`src/rtl/main_fsm_pkg.sv`:
```
// Shared state encoding, datapath select encodings and instruction-field decode
// helpers for the multicycle ARMv4 main controller.
package main_fsm_pkg;

  typedef enum logic [3:0] {
    FETCH,
    DECODE,
    EXER,
    EXEI,
    ALUWB,
    MEMADR,
    MEMRD,
    MEMWB,
    MEMWR,
    BRANCH,
    HALT
  } state_t;

  localparam logic [1:0] OP_DP  = 2'b00;
  localparam logic [1:0] OP_MEM = 2'b01;
  localparam logic [1:0] OP_BR  = 2'b10;

  localparam logic [1:0] RES_ALUOUT    = 2'b00;
  localparam logic [1:0] RES_DATA      = 2'b01;
  localparam logic [1:0] RES_ALURESULT = 2'b10;

  localparam logic [1:0] SRCB_WDATA  = 2'b00;
  localparam logic [1:0] SRCB_EXTIMM = 2'b01;
  localparam logic [1:0] SRCB_FOUR   = 2'b10;

  localparam logic [1:0] IMM_DP  = 2'b00;
  localparam logic [1:0] IMM_MEM = 2'b01;
  localparam logic [1:0] IMM_BR  = 2'b10;

  localparam logic [3:0] CMD_MOV = 4'b1101;

  // Extension format follows the instruction class; undefined class uses DP.
  function automatic logic [1:0] imm_src(input logic [1:0] op);
    case (op)
      OP_MEM:  imm_src = IMM_MEM;
      OP_BR:   imm_src = IMM_BR;
      default: imm_src = IMM_DP;
    endcase
  endfunction

  // {shift select, STR reads Rd, branch uses PC as Rn}
  function automatic logic [2:0] reg_src(input logic [1:0] op, input logic funct0,
                                         input logic [3:0] cmd);
    reg_src = {(op == OP_DP) && (cmd == CMD_MOV),
               (op == OP_MEM) && !funct0,
               (op == OP_BR)};
  endfunction

endpackage

```
`src/rtl/mem_wait_timer.sv`:
```
// Counts memory wait cycles and flags the last cycle allowed before an abort.
module mem_wait_timer #(
  parameter int unsigned MEM_TIMEOUT = 16
) (
  input  logic clk,
  input  logic reset,
  input  logic clear,
  input  logic enable,
  output logic expired
);

  localparam int unsigned CW = $clog2(MEM_TIMEOUT + 1);
  localparam logic [CW-1:0] LAST = CW'(MEM_TIMEOUT - 1);

  logic [CW-1:0] count;

  // The controller clears on every abort, so the count never passes LAST.
  always_ff @(posedge clk) begin
    if (reset || clear) begin
      count <= '0;
    end else if (enable) begin
      count <= count + CW'(1);
    end
  end

  assign expired = (count == LAST);

endmodule

```
`src/rtl/multicycle_main_fsm.sv`:
```
// Multicycle ARMv4 main controller: FETCH/DECODE/EXECUTE/MEM/WB sequencing with a
// ready handshake and wait timeout. Define ILLEGAL_TRAP_EN to trap Op=11 in HALT.
module multicycle_main_fsm
  import main_fsm_pkg::*;
#(
  parameter int unsigned MEM_TIMEOUT = 16,
  parameter bit          NOWB_CMP    = 1'b1
) (
  input  logic       clk,
  input  logic       reset,
  input  logic [1:0] Op,
  input  logic       Funct5,
  input  logic       Funct0,
  input  logic [3:0] Cmd,
  input  logic       MemReady,
  output logic       MemReq,
  output logic       IRWrite,
  output logic       NextPC,
  output logic       Branch,
  output logic       RegW,
  output logic       MemW,
  output logic       AdrSrc,
  output logic [1:0] ResultSrc,
  output logic       ALUSrcA,
  output logic [1:0] ALUSrcB,
  output logic       ALUOp,
  output logic [1:0] ImmSrc,
  output logic [2:0] RegSrc,
  output logic       MemErr,
  output logic       Illegal
);

  state_t state;
  state_t next_state;
  logic   waiting;
  logic   expired;
  logic   abort;
  logic   timer_clear;
  logic   skip_wb;

  assign waiting = ((state == FETCH) || (state == MEMRD) || (state == MEMWR)) && !MemReady;
  assign abort   = waiting && expired;
  assign skip_wb = NOWB_CMP && (Cmd[3:2] == 2'b10);

  // Re-arm on every state change and on abort so each new wait starts from zero.
  assign timer_clear = abort || (next_state != state);

  mem_wait_timer #(
    .MEM_TIMEOUT(MEM_TIMEOUT)
  ) u_timer (
    .clk    (clk),
    .reset  (reset),
    .clear  (timer_clear),
    .enable (waiting && !abort),
    .expired(expired)
  );

  always_ff @(posedge clk) begin
    if (reset) begin
      state <= FETCH;
    end else begin
      state <= next_state;
    end
  end

  always_comb begin
    next_state = state;
    case (state)
      FETCH: begin
        if (MemReady) next_state = DECODE;
      end
      DECODE: begin
        case (Op)
          OP_DP:   next_state = Funct5 ? EXEI : EXER;
          OP_MEM:  next_state = MEMADR;
          OP_BR:   next_state = BRANCH;
`ifdef ILLEGAL_TRAP_EN
          default: next_state = HALT;
`else
          default: next_state = FETCH;
`endif
        endcase
      end
      EXER, EXEI: next_state = skip_wb ? FETCH : ALUWB;
      ALUWB:      next_state = FETCH;
      MEMADR:     next_state = Funct0 ? MEMRD : MEMWR;
      MEMRD: begin
        if (MemReady)   next_state = MEMWB;
        else if (abort) next_state = FETCH;
      end
      MEMWB:      next_state = FETCH;
      MEMWR: begin
        if (MemReady || abort) next_state = FETCH;
      end
      BRANCH:     next_state = FETCH;
`ifdef ILLEGAL_TRAP_EN
      HALT:       next_state = HALT;
`endif
      default:    next_state = FETCH;
    endcase
  end

  // Outputs follow state and the live handshake; everything is held low in reset.
  always_comb begin
    MemReq    = 1'b0;
    IRWrite   = 1'b0;
    NextPC    = 1'b0;
    Branch    = 1'b0;
    RegW      = 1'b0;
    MemW      = 1'b0;
    AdrSrc    = 1'b0;
    ResultSrc = RES_ALUOUT;
    ALUSrcA   = 1'b0;
    ALUSrcB   = SRCB_WDATA;
    ALUOp     = 1'b0;
    ImmSrc    = imm_src(Op);
    RegSrc    = reg_src(Op, Funct0, Cmd);
    MemErr    = abort;
    Illegal   = 1'b0;
    case (state)
      FETCH: begin
        MemReq    = 1'b1;
        IRWrite   = MemReady;
        NextPC    = MemReady;
        ALUSrcA   = 1'b1;
        ALUSrcB   = SRCB_FOUR;
        ResultSrc = RES_ALURESULT;
      end
      DECODE: begin
        ALUSrcA   = 1'b1;
        ALUSrcB   = SRCB_FOUR;
        ResultSrc = RES_ALURESULT;
      end
      EXER: begin
        ALUSrcB = SRCB_WDATA;
        ALUOp   = 1'b1;
      end
      EXEI: begin
        ALUSrcB = SRCB_EXTIMM;
        ALUOp   = 1'b1;
      end
      ALUWB: begin
        ResultSrc = RES_ALUOUT;
        RegW      = 1'b1;
      end
      MEMADR: begin
        ALUSrcB = SRCB_EXTIMM;
      end
      MEMRD: begin
        MemReq = 1'b1;
        AdrSrc = 1'b1;
      end
      MEMWB: begin
        ResultSrc = RES_DATA;
        RegW      = 1'b1;
      end
      MEMWR: begin
        MemReq = 1'b1;
        AdrSrc = 1'b1;
        MemW   = 1'b1;
      end
      BRANCH: begin
        ALUSrcB   = SRCB_EXTIMM;
        ResultSrc = RES_ALURESULT;
        Branch    = 1'b1;
      end
`ifdef ILLEGAL_TRAP_EN
      HALT: begin
        Illegal = 1'b1;
      end
`endif
      default: ;
    endcase
    if (reset) begin
      MemReq    = 1'b0;
      IRWrite   = 1'b0;
      NextPC    = 1'b0;
      Branch    = 1'b0;
      RegW      = 1'b0;
      MemW      = 1'b0;
      AdrSrc    = 1'b0;
      ResultSrc = 2'b00;
      ALUSrcA   = 1'b0;
      ALUSrcB   = 2'b00;
      ALUOp     = 1'b0;
      ImmSrc    = 2'b00;
      RegSrc    = 3'b000;
      MemErr    = 1'b0;
      Illegal   = 1'b0;
    end
  end

endmodule

```
`config.mk`:
```
export PLATFORM = sky130hd
export DESIGN_NAME = multicycle_main_fsm
export DESIGN_NICKNAME = d
export VERILOG_FILES = /design/src/rtl/main_fsm_pkg.sv /design/src/rtl/mem_wait_timer.sv /design/src/rtl/multicycle_main_fsm.sv
export SDC_FILE = /design/constraint.sdc
export NUM_CORES = 1
export LEC_CHECK = 0
export ABC_AREA = 1
export CORE_MARGIN = 2
export CORE_UTILIZATION = 45
export DETAILED_ROUTE_END_ITERATION = 6
export PLACE_DENSITY_LB_ADDON = 0.2
export SYNTH_ARGS = -nofsm -noshare
export SYNTH_HDL_FRONTEND = slang
export SYNTH_SLANG_ARGS = --single-unit
```
`constraint.sdc`:
```
create_clock -name clk -period 2 [get_ports clk]
set_clock_uncertainty 0.05 [all_clocks]
set_input_delay 0.6 -clock clk [delete_from_list [all_inputs] [get_ports clk]]
set_output_delay 0.6 -clock clk [all_outputs]
set_load 0.01 [all_outputs]
```
-- Word-level counts from Yosys, hierarchy flattened
Cells that the tools add are included.
- flip-flop bits (word level): 9
- word-level logic and storage cells: 73
- add/sub/neg operators: 1
- multiplexer cells: 33
- reductions and logical operators: 22
- equality and inequality tests: 15
- operators by type and width (kind ; count):
    4-bit case mux with 6 select lines ; 1
    4-bit 2-to-1 mux ; 5
    1-bit 2-to-1 mux ; 18
    4-bit by 3-bit == test with 1-bit output (second input constant) ; 4
    4-bit == test (second input constant) ; 3
    2-bit case mux with 2 select lines ; 3
    4-bit case mux with 3 select lines ; 1
    3-bit OR reduction ; 3
    4-bit by 2-bit == test with 1-bit output (second input constant) ; 2
    2-bit OR reduction ; 4
    2-bit 2-to-1 mux ; 3
    3-bit 2-to-1 mux ; 2
    5-bit by 1-bit adder with 5-bit output (second input constant) ; 1
    5-bit by 4-bit == test with 1-bit output (second input constant) ; 1
    1-bit logical AND ; 5
    1-bit logical OR ; 5
    2-bit == test (second input constant) ; 2
    4-bit by 1-bit == test with 1-bit output (second input constant) ; 1
    4-bit zero test ; 1
    4-bit inequality test ; 1
    1-bit zero test ; 3
    2-bit by 1-bit == test with 1-bit output (second input constant) ; 1
    2-bit zero test ; 1

-- Longest topological paths before layout
Gate-level depths: netlist of run 1.
- depth after elaboration: 11
- depth in mapped cells: 13

-- Hierarchy
From an unflattened synthesis of run 1, not the netlist that was laid out.
- cells, all modules: 139
- area total of the unflattened synthesis: 867.1 um^2
- modules (own cells, without submodules) (module ; area an instance (um^2) ; instances ; cells each):
    multicycle_main_fsm ; 621.8 ; 1 ; 110
    mem_wait_timer ; 245.2 ; 1 ; 29

-- Worst setup path before layout of run 1
OpenSTA, ideal clock, no wires.
- path kind: input -> output
- from: in reset
- to: out NextPC
- data required time: 1.350 ns
- slack: -0.050 ns
- path buffers: 3
- stages: 4
- data arrival time: 1.400 ns
- path through: clkbuf_1 -> clkbuf_1 -> nor2_1 -> buf_4
- word-level cells in the longest chain between the ends: 1
- ends and longest elaborated chain (element ; line ; source):
    start, declared ; multicycle_main_fsm.sv:10 ; input logic reset,
    1-bit 2-to-1 mux ; -- ;
    end, declared ; multicycle_main_fsm.sv:18 ; output logic NextPC,
No other way between the ends.

-- Worst setup path after layout of run 1
- from: reg u_timer.count[0]
- to: out MemErr
- word-level cells in the longest chain between the ends: 3
- ends and longest elaborated chain (element ; line ; source):
    start, declared ; mem_wait_timer.sv:15 ; logic [CW-1:0] count;
    start signal, assigned ; mem_wait_timer.sv:22 ; count <= count + CW'(1);
    5-bit by 4-bit == test with 1-bit output ; mem_wait_timer.sv:26 ; assign expired = (count == LAST);
    1-bit logical AND ; multicycle_main_fsm.sv:42 ; assign abort = waiting && expired;
    1-bit 2-to-1 mux ; multicycle_main_fsm.sv:174 ; if (reset) begin
    end, declared ; multicycle_main_fsm.sv:29 ; output logic MemErr,
No other way between the ends.

==> reports/qor.txt, run 1 <==
First-pass GRT wire length = 5.616 mm
Metal3 WL = 398 µm
Die height = 49.79 µm
Num CTS Buffers = 3
# rows = 16
Final wirelength = 4.533 mm
Final period utilization = 1.066
Sequential share of the synthesized area = 0.1910
Clock buffer depth = 2
Peak supply drop = 0.0004860 V
Min Clock Period, post-route = 2.131 ns
Synth unique cells = 26
Initial antenna violation count = 0
Filler cell count = 75
IO buf count = 29
Die area = 0.002479 mm²
CP required = 1.35 ns
Cts hold-fix bufs = 0
All-Layer GR Usage = 0.3027
ANT nets after route = 0
Pleak = 0.8870 nW
Final TNS setup = -0.4713 ns
F_max = 469.2 MHz
Vias in the first global route = 1207
Yosys top cell area share = 0.1910
RSZ-0062 raised after global routing = true
Max Used Layer = met4
DRC Markers = 0
Routed wire length per instance = 18.28 µm
Most frequent cells in the layout = 49 x buf_4, 24 x nand2_1, 16 x inv_1
Crit path kind = reg -> out
Syn Inst Count = 143
Iter 0 DRT Violations = 40
Starting density of the core = 0.4809
CTS tree = built
Worst setup EP type = output port
DP Worst Slack = -0.7972 ns
Final WS setup = -0.1311 ns
Synthesized area = 943.4 µm²
Skew-Pair Late Insertion Delay = 0.28 ns
Metal2 WL = 2.235 mm
Post-synth top area cell = dfxtp_1
DP Wirelength = 2.245 mm
Mapped Nets = 162
Failing checks = negative setup slack
Status = finished with violations
Hold depth = 4
Total number of vias = 1433
Clk root buf = clkbuf_4
# IOs = 31
Synth-to-Final Area Change = 90.85%
Crit Path Max Fanout = 2
Most common cell after layout, fill and taps aside = buf_4
Vias per inst = 5.778
Hold crit path type = reg -> reg
Layout cell share with drive strength beyond 1 = 0.6335
Yosys reg bits = 9
FF-to-FF path depth = 11
Net count, final = 241
GRT Residual Overflow = 0
Post-synthesis average cell area = 6.597 µm²
Setup Viol. Count Final = 13
Diodes inserted = 0
Placer congestion estimate = 0.8539
Initial DRT Pass Iterations = 4
Area contributors post-synth = dfxtp_1 19%, nand2_1 12%, ha_1 11%
Clk sinks = 9
Worst Path Arrival = 1.48 ns
Fin. max-slew vios = 0
Startpoint Class = flip-flop
Core area = 0.001962 mm²
Synth Warn # = 0
Clock transition at path regs = 0.06 ns
Final Hold Vio Count = 0
CTS H-Tree Depth = 1
Die X = 49.79 µm
Met1 wire length = 1.626 mm
Largest net degree at the start of global routing = 9
Max Cap Viol = 0
Pwr dens = 361.5 mW/mm²
registers in the layout, summed over array words and instances (netlist names):
name and count:
state 4, u_timer.count 5
cell type report:
cell class,instances,area [µm²],area share
Timing Repair Buffer,80,613.1,0.3405
Tap cell,27,33.78,0.01876
Clock buffer,4,26.28,0.01459
Sequential cell,9,197.7,0.1098
Multi-Input combinational cell,101,805.8,0.4475
Inverter,27,123.9,0.06880
cell usage after synthesis:
cell type	number
nor2_2	5
nand4_1	1
xor2_1	2
a31oi_1	2
o31ai_1	1
xnor2_1	1
or2_2	1
nor3_2	5
o21ai_0	4
a21oi_1	4
nand3_1	5
ha_1	8
nand2_2	6
o211ai_1	1
clkbuf_1	2
nor2_1	14
nor3_1	3
inv_1	24
nand2_4	2
nand2_1	29
nor4_1	3
conb_1	1
buf_4	4
nand3_4	3
dfxtp_1	9
inv_2	3
kinds of logic after synthesis:
kind of cell | share of synthesized area
AO/OA/AOI/OAI | 0.07162
XOR/XNOR | 0.02786
adder cells (fa/ha/maj) | 0.1061
buffers and inverters | 0.1472
flip-flops | 0.1910
other | 0.003975
AND/OR/NAND/NOR | 0.4523
per-stage QoR:
stage,power [mW],hold slack [ns],cell area [µm²],std cells,util
2_1_floorplan,0.3099,0.4715,949.7,143,-
3_3_place_gp,0.4174,0.4907,1505,229,0.7672
3_5_place_dp,0.4277,0.4833,1505,229,0.7672
4_1_cts,0.5951,0.4982,1662,242,0.8469
5_1_grt,0.6771,0.6097,1800,248,0.9177
6_report,0.6510,0.5610,1800,248,0.9177
routing by layer:
layer	up-vias	GRT usage
met3	37	0.06364
met5	-	0
li1	605	-
met1	681	0.3309
met2	110	0.5511
met4	0	0.1389
critical path, cell delays in order, from the launching register on:
cell and delay, ns:
dfxtp_2 0.35, ha_4 0.14, nand2_2 0.05, nor2_2 0.14, ha_2 0.23, nand3_4 0.07
nor2_2 0.09, buf_2 0.14
path summary, 6_finish.rpt:
path / from / end / slack (ns)
hold reg to reg: u_timer.count[3] / u_timer.count[3] / 0.56
setup / recovery: u_timer.count[0] / MemErr / -0.13
setup reg to reg: state[1] / u_timer.count[2] / 0.01
hold / removal: u_timer.count[3] / u_timer.count[3] / 0.56
power breakdown:
part           total (mW)  leakage (nW)  internal, mW  switching [mW]
Clock               0.155        0.0150        0.0775          0.0772
Combinational       0.299         0.795         0.140           0.159
Sequential          0.197        0.0769         0.183          0.0143
what timing repair did:
item | 4_1_cts | 5_1_grt
pin swaps | 15 | 15
buffers inserted | 9 | 6
gates resized for setup | 143 | 29
setup endpoints to repair | 24 | 17
Note: power is estimated with default switching activity, not from simulation.
==> run 2: changes to the inputs <==
--- a/config.mk
+++ b/config.mk
@@ -7,9 +7,10 @@
 export LEC_CHECK = 0
 export ABC_AREA = 1
 export CORE_MARGIN = 2
-export CORE_UTILIZATION = 45
+export CORE_UTILIZATION = 44
 export DETAILED_ROUTE_END_ITERATION = 6
 export PLACE_DENSITY_LB_ADDON = 0.2
 export SYNTH_ARGS = -nofsm -noshare
 export SYNTH_HDL_FRONTEND = slang
+export SYNTH_HIERARCHICAL = 1
 export SYNTH_SLANG_ARGS = --single-unit
==> constraint.sdc (replaced) <==
create_clock -name clk -period 2 [get_ports clk]
set_clock_uncertainty 0.05 [all_clocks]
set_input_delay 0.3 -clock clk [delete_from_list [all_inputs] [get_ports clk]]
set_output_delay 0.3 -clock clk [all_outputs]
set_load 0.01 [all_outputs]
==> reports/qor.txt, run 2 <==
Status = finished, final reports clean
Initial DRT Pass Iterations = 4 (unchanged)
Hold WS = 0.4621 ns (-0.09888 ns)
Worst Path Arrival = 1.57 ns (+0.09 ns)
CTS tree = built
Starting density of the core = 0.4559 (-0.02495)
Crit path kind = reg -> out
Iter 0 DRT Violations = 9 (-78%)
Area contributors post-synth = dfxtp_1 21%, ha_1 12%, nand2_1 11%
# IOs = 31 (unchanged)
Vias per inst = 4.852 (-16%)
# rows = 16 (unchanged)
Min Clock Period, post-route = 1.918 ns (-0.2134 ns)
Top-count cell post-synth = nand2_1
Die height = 48.39 µm (-2.8%)
Skew-Pair Late Insertion Delay = 0.27 ns (about the same)
Clk sinks = 9 (unchanged)
Pwr dens = 397.3 mW/mm² (+9.9%)
Die X = 48.39 µm (-2.8%)
All-Layer GR Usage = 0.1958 (-0.1069)
Hold crit path type = reg -> reg
F_max = 521.5 MHz (+11%)
Die area = 0.002342 mm² (-5.5%)
CTS H-Tree Depth = 1 (unchanged)
Setup Viol. Count Final = 0 (-13)
Routed wire length per instance = 10.78 µm (-41%)
Mapped Nets = 158 (-2.5%)
Layout cell share with drive strength beyond 1 = 0.2802 (-0.3533)
Diodes inserted = 0 (unchanged)
IO buf count = 29 (unchanged)
Largest regs = u_timer/count: 5 flops, state: 4 flops
Max Cap Viol = 0 (unchanged)
Core area = 0.001902 mm² (-3.1%)
Fin. max-slew vios = 0 (unchanged)
Yosys top cell area share = 0.2078 (+0.01681)
Placer congestion estimate = 0.8385 (-1.8%)
Post-synthesis average cell area = 6.238 µm² (-5.4%)
Clock buffer depth = 2 (unchanged)
Synthesized area = 867.1 µm² (-8.1%)
Final period utilization = 0.9589 (-0.1067)
Power Total = 0.5454 mW (-16%)
Post-synth EDFFs = 0 (unchanged)
Clock transition at path regs = 0.06 ns (about the same)
Synth Warn # = 6 (+6)
Yosys reg bits = 9 (unchanged)
Most common cell after layout, fill and taps aside = nand2_1
CP required = 1.65 ns (+0.30 ns)
Most frequent cells in the layout = 24 x nand2_1, 22 x inv_1, 17 x nor2_1
Post-synth top flop = dfxtp_1
DRC Markers = 0 (unchanged)
Pleak = 0.7703 nW (-13%)
Largest Register = u_timer/count
Synth-to-Final Area Change = 58.30%
Net count, final = 202 (-16%)
Worst setup EP type = output port
Crit Path Max Fanout = 5 (+3)
Sequential share of the synthesized area = 0.2078 (+0.01681)
ANT nets after route = 0 (unchanged)
Cts hold-fix bufs = 0 (unchanged)
Final Hold Vio Count = 0 (unchanged)
Final wirelength = 2.254 mm (-50%)
Synth unique cells = 28 (+7.7%)
Initial antenna violation count = 0 (unchanged)
Most frequent cells after synthesis = 26 x nand2_1, 24 x inv_1, 18 x nor2_1, 9 x dfxtp_1
Number of flip-flops under the largest register name = 5 (unchanged)
GRT Residual Overflow = 0 (unchanged)
Post-synth top area cell = dfxtp_1
Vias in the first global route = 930 (-23%)
First-pass GRT wire length = 3.677 mm (-35%)
Num CTS Buffers = 3 (unchanged)
Clk root buf = clkbuf_4
Util after Layout = 0.7217 (-0.1960)
Total number of vias = 1014 (-29%)
Peak supply drop = 0.0002852 V (-41%)
Syn Inst Count = 139 (-2.8%)
DP Wirelength = 1.781 mm (-21%)
Startpoint Class = flip-flop
Asr flop ratio synth = 0 (unchanged)
Largest net degree at the start of global routing = 10 (+1)
## run 2: area by class of cell
cell class / count / area [µm²]
clock buffers: 4 / 26.28
fillers: 164 / 529.3
inverters: 27 / 101.3
multi-input cells: 97 / 610.6
flip-flops and latches: 9 / 190.2
well taps: 27 / 33.78
repair buffers: 45 / 410.4
## run 2: kinds of logic after synthesis
kind of cell	after synthesis	synth area share
compound gates	21	0.1328
fa+ha+maj	8	0.1154
buf+inv	33	0.1688
flops	9	0.2078
other cells	1	0.004325
simple gates	67	0.3709
## run 2: worst paths after layout
path	from	endpoint	slack (ns)	cells past startpoint
min reg2reg	u_timer/count[3]	u_timer/count[3]	0.46	2
max reg2reg	state[1]	u_timer/count[4]	0.14	14
min	u_timer/count[3]	u_timer/count[3]	0.46	2
max	state[1]	MemErr	0.08	7
## run 2: critical path, stage by stage (launching register included)
cell,delay [ns]
dfxtp_2,0.40
inv_2,0.08
nor2_1,0.13
nand2_1,0.10
nand3_2,0.10
nand3_2,0.12
nor2_1,0.10
dlygate4sd2_1,0.27
## run 2: per-stage QoR
stage / instances / area, µm² / setup slack [ns] / setup TNS (ns)
after floorplan: 139 / 867.1 / 0.08289 / 0
after global placement: 204 / 1259 / -0.2522 / -3.865
after detailed placement: 204 / 1259 / -0.3449 / -4.351
after CTS: 209 / 1319 / 0.003075 / 0
after global routing: 209 / 1373 / -0.006361 / -0.009028
final: 209 / 1373 / 0.08229 / 0
## run 2: what timing repair did
action | in CTS | in global routing
pin swaps | 4 | 5
setup buffers | 1 | 0
endpoints found under the setup margin | 24 | 10
resized for setup | 29 | 18
## run 2: power by group
part           internal (mW)  leakage (nW)  switching, mW
logic                 0.0936         0.679          0.106
registers              0.188        0.0761         0.0113
clock network         0.0772        0.0150         0.0689
## run 2: layer usage
layer	up-vias	track usage	routed length, µm
met5	-	0	0
met4	0	0.08571	36
met3	5	0.02778	182
met2	43	0.3449	1099
met1	446	0.2370	934
li1	520	-	-
==> run 3: changes to the inputs <==
--- a/config.mk
+++ b/config.mk
@@ -7,10 +7,11 @@
 export LEC_CHECK = 0
 export ABC_AREA = 1
 export CORE_MARGIN = 2
-export CORE_UTILIZATION = 44
+export CORE_UTILIZATION = 47
 export DETAILED_ROUTE_END_ITERATION = 6
 export PLACE_DENSITY_LB_ADDON = 0.2
 export SYNTH_ARGS = -nofsm -noshare
 export SYNTH_HDL_FRONTEND = slang
 export SYNTH_HIERARCHICAL = 1
 export SYNTH_SLANG_ARGS = --single-unit
+export TNS_END_PERCENT = 1
==> constraint.sdc (replaced) <==
create_clock -name clk -period 2.3 [get_ports clk]
set_clock_uncertainty 0.05 [all_clocks]
set_input_delay 0.345 -clock clk [delete_from_list [all_inputs] [get_ports clk]]
set_output_delay 0.345 -clock clk [all_outputs]
set_load 0.01 [all_outputs]
==> reports/qor.txt, run 3 (synthesis gave the netlist of run 2 again) <==
Diodes inserted = 0 (unchanged)
GRT Residual Overflow = 0 (unchanged)
DRC Markers = 0 (unchanged)
Die height = 46.95 µm (-3.0%)
Largest regs = u_timer/count: 5 flops, state: 4 flops
Psw = 0.1519 mW (-19%)
Comb pwr share = 0.359 (-0.008)
Pleak = 0.6465 nW (-16%)
Total number of vias = 963 (-5.0%)
DP Wirelength = 1.747 mm (-1.9%)
Cts hold-fix bufs = 0 (unchanged)
ANT nets after route = 0 (unchanged)
Largest net degree at the start of global routing = 10 (unchanged)
Min Clock Period, post-route = 2.220 ns
Max Cap Viol = 0 (unchanged)
Most common cell after layout, fill and taps aside = nand2_1
Core area = 0.001727 mm² (-9.2%)
# rows = 15 (-1)
First-pass GRT wire length = 3.443 mm (-6.4%)
Vias in the first global route = 852 (-8.4%)
All-Layer GR Usage = 0.2269 (+0.03111)
Net Sw Frac = 0.3284 (-0.01362)
Clock transition at path regs = 0.06 ns (about the same)
Most frequent cells in the layout = 26 x nand2_1, 25 x clkdlybuf4s50_1, 24 x inv_1
Worst setup EP type = output port
Clock buffer depth = 2 (unchanged)
IO buf count = 29 (unchanged)
Die area = 0.002204 mm² (-5.9%)
Final period utilization = 0.9652
Die X = 46.95 µm (-3.0%)
Post-route cell area = 0.001272 mm² (-7.3%)
Vias per inst = 4.791 (-1.2%)
Final wirelength = 2.168 mm (-3.8%)
CP delay by family, top = buffers and inverters
Skew-Pair Late Insertion Delay = 0.27 ns (about the same)
Power Total = 0.4625 mW (-15%)
Peak supply drop = 0.0003513 V (+23%)
Pwr dens = 363.5 mW/mm² (-8.5%)
Net count, final = 196 (-3.0%)
Placer congestion estimate = 0.8488 (+1.2%)
Initial antenna violation count = 0 (unchanged)
F_max = 450.5 MHz
Worst stage delay on the critical path = 0.52 ns (+0.12 ns)
Clk pwr share = 0.271 (+0.003)
Clk sinks = 9 (unchanged)
Crit Path Max Fanout = 5 (unchanged)
Starting density of the core = 0.5022 (+0.04625)
Startpoint Class = flip-flop
Final Hold Vio Count = 0 (unchanged)
Synth-to-Final Area Change = 46.75%
Crit path kind = reg -> out
Initial DRT Pass Iterations = 4 (unchanged)
Cell Area, Placed = 0.001219 mm² (-3.2%)
Clk root buf = clkbuf_4
Util after Layout = 0.7370 (+0.01525)
Hold WS = 0.4568 ns (-0.005323 ns)
Routed wire length per instance = 10.79 µm (about the same)
Cell repeated most along the worst path = inv_1
Slowest CP cell = clkdlybuf4s50_1
Iter 0 DRT Violations = 19 (+10)
Largest Register = u_timer/count
Internal = 0.3106 mW (-13%)
CTS tree = built
Layout cell share with drive strength beyond 1 = 0.1875 (-0.09272)
Status = finished, final reports clean
Worst Path Arrival = 1.82 ns (+0.25 ns)
Seq pwr share = 0.370 (+0.005)
Fin. max-slew vios = 0 (unchanged)
# IOs = 31 (unchanged)
Cell Chain, Critical Path = nor2_4 > inv_1 > o31ai_1 > o21ai_0 > inv_1 > clkdlybuf4s50_1
Hold crit path type = reg -> reg
Setup Viol. Count Final = 0 (unchanged)
RSZ-0062 raised after global routing = true
Num CTS Buffers = 3 (unchanged)
Number of flip-flops under the largest register name = 5 (unchanged)
Final TNS setup = 0 ns (unchanged)
CTS H-Tree Depth = 1 (unchanged)
CP required = 1.90 ns (+0.25 ns)
Buffers and inverters on the worst path = 3 (+1)
-- run 3: cell types whose count changed in the layout (fill, tap and decap cells not counted), sizes merged --
| cell | before | now |
|---|---|---|
| dlymetal6s2s | 7 | 3 |
| dlygate4sd2 | 14 | 1 |
| clkdlybuf4s50 | 8 | 25 |
| buf | 16 | 10 |
-- run 3: final timing paths --
check | cells after the start | slack [ns] | startpoint | to
max reg2reg | 14 | 0.25 | u_timer/count[1] | u_timer/count[1]
min | 2 | 0.46 | u_timer/count[3] | u_timer/count[3]
max | 6 | 0.08 | state[2] | ALUSrcB[0]
min reg2reg | 2 | 0.46 | u_timer/count[3] | u_timer/count[3]
-- run 3: what timing repair did --
action / 4_1_cts / 5_1_grt
endpoints found under the setup margin: 2 / 11
pin swaps: 0 / 1
resized for setup: 3 / 8
gates cloned: 0 / 0
setup buffers: 0 / 0
hold endpoints to repair: 0 / 0
-- run 3: per-layer routing --
metal	wire, µm	global-route usage	up-vias
li1	-	-	507
met5	0	0	-
met3	152	0.06923	6
met2	1029	0.3808	36
met1	944	0.2610	414
met4	42	0.1111	0
-- run 3: final cells by class --
cell class                      instances  area (µm²)
Timing Repair Buffer                   39       371.6
Clock buffer                            4       26.28
Sequential cell                         9       183.9
Multi-Input combinational cell         97       558.0
Fill cell                             166       454.2
Tap cell                               25       31.28
Inverter                               27       101.3
-- run 3: worst register-to-register path: stages (launching register included) --
cell,delay [ns]
dfxtp_1,0.32
ha_2,0.19
and3_1,0.18
ha_1,0.22
inv_1,0.06
nand4_1,0.13
inv_1,0.08
o21ai_0,0.08
nor2_1,0.12
nand2_1,0.06
inv_1,0.05
nand2_1,0.07
nor2_4,0.14
o21ai_0,0.11
a21oi_1,0.12
-- run 3: metrics by stage --
| step | instances | setup WS (ns) |
|---|---|---|
| 2_1_floorplan | 139 | 0.3829 |
| 3_3_place_gp | 197 | -0.08982 |
| 3_5_place_dp | 197 | -0.1513 |
| 4_1_cts | 201 | 0.007339 |
| 5_1_grt | 201 | -0.06916 |
| 6_report | 201 | 0.08003 |
-- run 3: power by group through the flow --
| stage | clock, mW | sequential (mW) | combinational, mW |
|---|---|---|---|
| floorplan | 0 | 0.173 | 0.0938 |
| global placement | 0 | 0.173 | 0.157 |
| detailed placement | 0 | 0.173 | 0.162 |
| CTS | 0.132 | 0.170 | 0.164 |
| global route | 0.139 | 0.172 | 0.185 |
| finish | 0.125 | 0.171 | 0.166 |
